$ cat config.mk
export PLATFORM = sky130hd
export DESIGN_NAME = fifo_wr_arbiter
export DESIGN_NICKNAME = d
export VERILOG_FILES = /design/src/rtl/fifo_wr_arbiter.sv
export SDC_FILE = /design/constraint.sdc
export NUM_CORES = 1
export LEC_CHECK = 0
export ABC_AREA = 1
export ABC_CLOCK_PERIOD_IN_PS = 2000
export CAP_MARGIN = 10
export CORE_UTILIZATION = 40
export CTS_BUF_LIST = sky130_fd_sc_hd__clkbuf_4 sky130_fd_sc_hd__clkbuf_8 sky130_fd_sc_hd__clkbuf_16
export CTS_CLUSTER_DIAMETER = 80
export DETAILED_ROUTE_END_ITERATION = 7
export PLACE_DENSITY = 0.77
export SLEW_MARGIN = 20
export SYNTH_ARGS = -nofsm -noshare
export SYNTH_HDL_FRONTEND = slang
export SYNTH_SLANG_ARGS = --single-unit
export TNS_END_PERCENT = 50
$ cat constraint.sdc
create_clock -name clk -period 2 [get_ports clk]
set_clock_uncertainty 0.15 [all_clocks]
set_input_delay 0.4 -clock clk [delete_from_list [all_inputs] [get_ports clk]]
set_output_delay 0.4 -clock clk [all_outputs]
set_load 0.05 [all_outputs]
$ cat src/rtl/fifo_wr_arbiter.sv
// fifo_wr_arbiter
//   Round-robin arbiter that shares a single FIFO write port among N_REQ
//   producers. Arbitration is combinational from a registered priority
//   pointer, so an accepted beat reaches the FIFO on the same clock edge as
//   its handshake. Writes are never issued while the FIFO reports full.
//
//   Optional feature macro: ARB_BURST_LOCK_EN
//     When defined, a winner keeps the grant for up to BURST_LEN beats
//     (ARB/LOCK state machine). When undefined, every beat is re-arbitrated
//     and BURST_LEN has no effect.
//
//   Ports
//     clk        rising-edge clock
//     rst        synchronous reset, active-high
//     req_valid  per-requester beat valid
//     req_data   requester i data in bits [i*DWIDTH +: DWIDTH]
//     req_ready  per-requester accept, one-hot or zero
//     fifo_full  FIFO full flag
//     fifo_w_en  FIFO write enable
//     fifo_d_in  FIFO write data (0 when there is no winner)
//     grant_id   index of the current winner (0 when there is none)
//     beat_cnt   accepted-beat counter, wraps at 2^16
module fifo_wr_arbiter #(
   parameter int unsigned N_REQ     = 4,
   parameter int unsigned DWIDTH    = 8,
   parameter int unsigned BURST_LEN = 4
) (
   input  logic                      clk,
   input  logic                      rst,
   input  logic [N_REQ-1:0]          req_valid,
   input  logic [N_REQ*DWIDTH-1:0]   req_data,
   output logic [N_REQ-1:0]          req_ready,
   input  logic                      fifo_full,
   output logic                      fifo_w_en,
   output logic [DWIDTH-1:0]         fifo_d_in,
   output logic [$clog2(N_REQ)-1:0]  grant_id,
   output logic [15:0]               beat_cnt
);

   localparam int unsigned IW = $clog2(N_REQ);

   if (N_REQ < 2 || BURST_LEN < 1) begin : g_param_check
      $error("fifo_wr_arbiter: N_REQ must be >= 2 and BURST_LEN >= 1");
   end

   logic [IW-1:0] rr_ptr;
   logic          arb_found;
   logic [IW-1:0] arb_id;
   logic [IW-1:0] cand;
   logic          win_found;
   logic [IW-1:0] win_id;

   // Wrap N_REQ-1 -> 0 is explicit so non-power-of-two N_REQ works.
   function automatic logic [IW-1:0] next_ptr(input logic [IW-1:0] p);
      return (p == IW'(N_REQ - 1)) ? '0 : p + 1'b1;
   endfunction

`ifdef ARB_BURST_LOCK_EN
   localparam int unsigned CW = $clog2(BURST_LEN + 1);

   typedef enum logic {ARB, LOCK} state_t;

   state_t        state;
   logic [IW-1:0] lock_id;
   logic [CW-1:0] burst_cnt;
`endif

   // First valid requester searching rr_ptr, rr_ptr+1, ... mod N_REQ.
   always_comb begin
      arb_found = 1'b0;
      arb_id    = '0;
      cand      = '0;
      for (int unsigned k = 0; k < N_REQ; k++) begin
         cand = IW'((32'(rr_ptr) + k) % N_REQ);
         if (!arb_found && req_valid[cand]) begin
            arb_found = 1'b1;
            arb_id    = cand;
         end
      end
   end

   always_comb begin
      win_found = arb_found;
      win_id    = arb_id;
`ifdef ARB_BURST_LOCK_EN
      // While locked only the burst owner is eligible.
      if (state == LOCK) begin
         win_found = req_valid[lock_id];
         win_id    = lock_id;
      end
`endif
   end

   always_comb begin
      fifo_w_en = win_found && !fifo_full && !rst;
      req_ready = '0;
      req_ready[win_id] = fifo_w_en;
      fifo_d_in = '0;
      grant_id  = '0;
      if (win_found && !rst) begin
         fifo_d_in = req_data[32'(win_id) * DWIDTH +: DWIDTH];
         grant_id  = win_id;
      end
   end

   always_ff @(posedge clk) begin
      if (rst) begin
         rr_ptr   <= '0;
         beat_cnt <= '0;
`ifdef ARB_BURST_LOCK_EN
         state     <= ARB;
         lock_id   <= '0;
         burst_cnt <= '0;
`endif
      end else begin
         if (fifo_w_en)
            beat_cnt <= beat_cnt + 16'd1;
`ifdef ARB_BURST_LOCK_EN
         // A full FIFO freezes pointer and lock state; it is not an exit.
         if (!fifo_full) begin
            case (state)
               ARB: begin
                  if (fifo_w_en) begin
                     lock_id   <= win_id;
                     burst_cnt <= CW'(1);
                     if (BURST_LEN > 1)
                        state <= LOCK;
                     else
                        rr_ptr <= next_ptr(win_id);
                  end
               end
               LOCK: begin
                  if (!req_valid[lock_id]) begin
                     state  <= ARB;
                     rr_ptr <= next_ptr(lock_id);
                  end else if (burst_cnt == CW'(BURST_LEN - 1)) begin
                     // This accepted beat completes the burst.
                     state  <= ARB;
                     rr_ptr <= next_ptr(lock_id);
                  end else begin
                     burst_cnt <= burst_cnt + 1'b1;
                  end
               end
               default: state <= ARB;
            endcase
         end
`else
         if (fifo_w_en)
            rr_ptr <= next_ptr(win_id);
`endif
      end
   end

endmodule

==> impl_metrics.tcl <==
set metrics [dict create \
    status "finished, violations left" \
    violations "negative setup slack" \
    syn-num-nets 342 \
    drive_gt1_share_pct 43.5 \
    clock_path_buffers 2 \
    cts-root-buf "clkbuf_8" \
    holdPathEnd "beat_cnt[9]$_SDFFE_PP0P_" \
    fillers 235 \
    numPortBuffers 69 \
    layout_setup_ws_ps -769 \
    num_io_pins 70 \
    cts_sinks 18 \
    drtIter0Drc 150 \
    grt_pass1_vias 2197 \
    setup_viol 32 \
    via_count 2364 \
    top_layer "met4" \
    cts_tree "done" \
    final_max_slew_viol_count 0 \
    rsz0062_at_grt "true" \
    final_antenna_net_count 0 \
    cts.htree.levels 1 \
    r2r_slack_ps -150 \
    crit_path_frequent_cell "nand2_2" \
    crit_path_max_fanout 8 \
    yosysMostFrequentCell "nand2_1" \
    syn_inst 298 \
    power_density_nw_per_um2 1520 \
    ys_seq_area_share_pct 20.7 \
    wl_met3_um 312 \
    multiInputGateArea_um2 1570 \
    met2_length_um 3470 \
    numCtsBuffers 3 \
    post-route-period-util_pct 138 \
    critPathLaunchType "register" \
    wl_per_cell_um 14.8 \
    yosysTopAreaCellShare_pct 20.7 \
    tns_ps -12630 \
    path_clk_slew_ps 70 \
    maxSlewHeadroom_pct 80.4 \
    die_w_um 68.0 \
    tightest_slew_ps 291 \
    crit_family "simple AND/OR/NAND/NOR gates" \
    drv_cap 0 \
    grt_pass1_wl_um 9800 \
    synth_flop_cell "dfxtp_1" \
    r2r_cells 12 \
    vias_per_cell 5.28 \
    cp_data_arrival_time_ps 2220 \
    synth_area_leaders "dfxtp_1 21%, nand2_1 19%, nand3_1 12%" \
    synthesis.area_um2 1740 \
    worst-path-buf-inv 4 \
    wirelength_met1_um 2610 \
    totalWireLength_um 6640 \
    seqCellArea_um2 368 \
    crit_path_end_kind "output port" \
    ir_drop_mv 0.933 \
    place_hpwl_um 4110 \
    post-place-cells 429 \
    min_period_ps 2770 \
    drc_errors 0 \
    path_cells "buf_6, nand2_1, nand2_2, nand2_2, nand2_2, nor2_1, nor2_2, nand2_4, buf_6, buf_16, nand3b_1, nand3_4, a21oi_4, buf_12" \
    crit_path_top_delay_cell "dfxtp_4" \
    finalNetCount 444 \
    r2r-end "beat_cnt[2]$_SDFFE_PP0P_" \
    hold_path.startpoint "beat_cnt[9]$_SDFFE_PP0P_" \
    synth-seq-cells 18 \
    insertion_delay_ps 250 \
    antenna_found_initial 0 \
    core_area_um2 4090 \
    synth_edf_count 0 \
    gp_congestion 0.912 \
    grt_start_max_net_pins 20 \
    start_util_pct 42.7 \
    synth_common_cells "88 x nand2_1, 47 x inv_1, 41 x nand3_1, 24 x a21oi_1, 18 x dfxtp_1" \
    max_freq_mhz 361 \
    drt_pass1_iterations 4 \
    required_ps 1450 \
    postCtsHoldBufs 0 \
    grt_usage_pct 27.8 \
    cp_slowest_stage_delay_ps 390 \
    layout.cells.non_filler 448 \
    yosys.area.top_type "dfxtp_1" \
    worstHoldPathCells 2 \
    avgSynthCellArea_um2 5.85 \
    fp-row-count 23 \
    hold_class "register to register" \
    synth.distinct_cells 26 \
    die-area_um2 4630 \
    overflow 0 \
    hold_violations 0 \
    die_h_um 68.0 \
    p_leak_nw 1.50 \
    area_delta_synth_final_pct 97.9 \
    n_antenna_cell 0 \
    r2r_start "rr_ptr[0]$_SDFFE_PP0P_" \
    ys_warn_count 0 \
    crit_type "register to output port" \
    synthArstFlopShare_pct 0 \
]
==> power by group <==
part,switching (mW),internal [mW],leakage [nW],total [mW]
sequential,0.0425,0.390,0.147,0.433
combinational,2.52,2.04,1.33,4.56
clock,0.119,0.134,0.0216,0.253
total,2.68,2.57,1.50,5.24
==> worst max-delay path by stage <==
stage | depth (start not counted) | from | endpoint | slack [ps]
finish | 14 | rr_ptr[0]$_SDFFE_PP0P_ | fifo_d_in[2] | -770
floorplan | 13 | rr_ptr[0]$_SDFFE_PP0P_ | fifo_d_in[0] | -270
detailed placement | 14 | req_valid[3] | req_ready[3] | -840
global route | 14 | rr_ptr[0]$_SDFFE_PP0P_ | fifo_d_in[2] | -860
CTS | 13 | rr_ptr[0]$_SDFFE_PP0P_ | fifo_d_in[2] | -640
global placement | 14 | req_valid[2] | req_ready[3] | -790
==> worst register-to-register path, cell delays in order (launching register included) <==
cell	delay (ps)
dfxtp_4	370
buf_6	140
nand2_1	100
nand2_2	80
o21ai_1	260
nand3b_1	180
nand2_2	110
nor2_4	140
buf_4	160
buf_8	160
nand3_1	90
nand2_1	70
a21oi_1	40
==> cell type report <==
cell class / count / area share [%]
clock buffers: 3 / 1.20
multi-input cells: 218 / 45.4
flip-flops and latches: 18 / 10.7
inverters: 52 / 6.24
well taps: 50 / 1.81
repair buffers: 107 / 34.7
==> logic make-up after synthesis <==
group / Yosys count / synth area share [%]
xor gates and xnor gates: 10 / 5.02
AOI/OAI and AO/OA: 28 / 8.11
DFF: 18 / 20.7
buffers and inverters: 64 / 16.1
adders and majority gates: 5 / 3.59
and+or+nand+nor: 173 / 46.5
==> cells in the final DEF (no fill, tap or decap), drive strengths merged <==
master and n:
nand3b 9, inv 51, a21oi 24, dlygate4sd2 4, dfxtp 18, clkinv 1
clkdlybuf4s50 34, a31oi 1, nor2 17, nor3b 1, clkbuf 3, xnor2 5
nand4 3, nand3 44, ha 5, buf 69, nor3 5, xor2 5
o21ai 3, nand2 96
==> stage by stage <==
stage | setup slack [ps] | util, % | area [µm²] | hold WS [ps] | power (mW)
2_1_floorplan | -266 | - | 1920 | 371 | 2.49
3_3_place_gp | -790 | 70.7 | 2890 | 328 | 3.63
3_5_place_dp | -844 | 70.7 | 2890 | 339 | 3.68
4_1_cts | -641 | 79.7 | 3260 | 349 | 4.72
5_1_grt | -856 | 84.4 | 3450 | 375 | 5.48
6_report | -769 | 84.4 | 3450 | 348 | 5.24
==> metal layers <==
metal | up-vias | GRT usage (%)
met1 | 1107 | 32.9
met3 | 28 | 3.17
met2 | 90 | 49.0
met4 | 0 | 13.8
li1 | 1139 | -
met5 | - | 0
==> sequential cells by signal, indices dropped and copies added, names as in the netlist <==
name      cells
beat_cnt     16
rr_ptr        2
==> what timing repair did <==
item	4_1_cts	5_1_grt
pin swaps	36	24
buffers inserted	8	5
gates resized for setup	62	41
gates cloned	3	0
setup endpoints to repair	33	33
(Power assumes the default switching activity.)
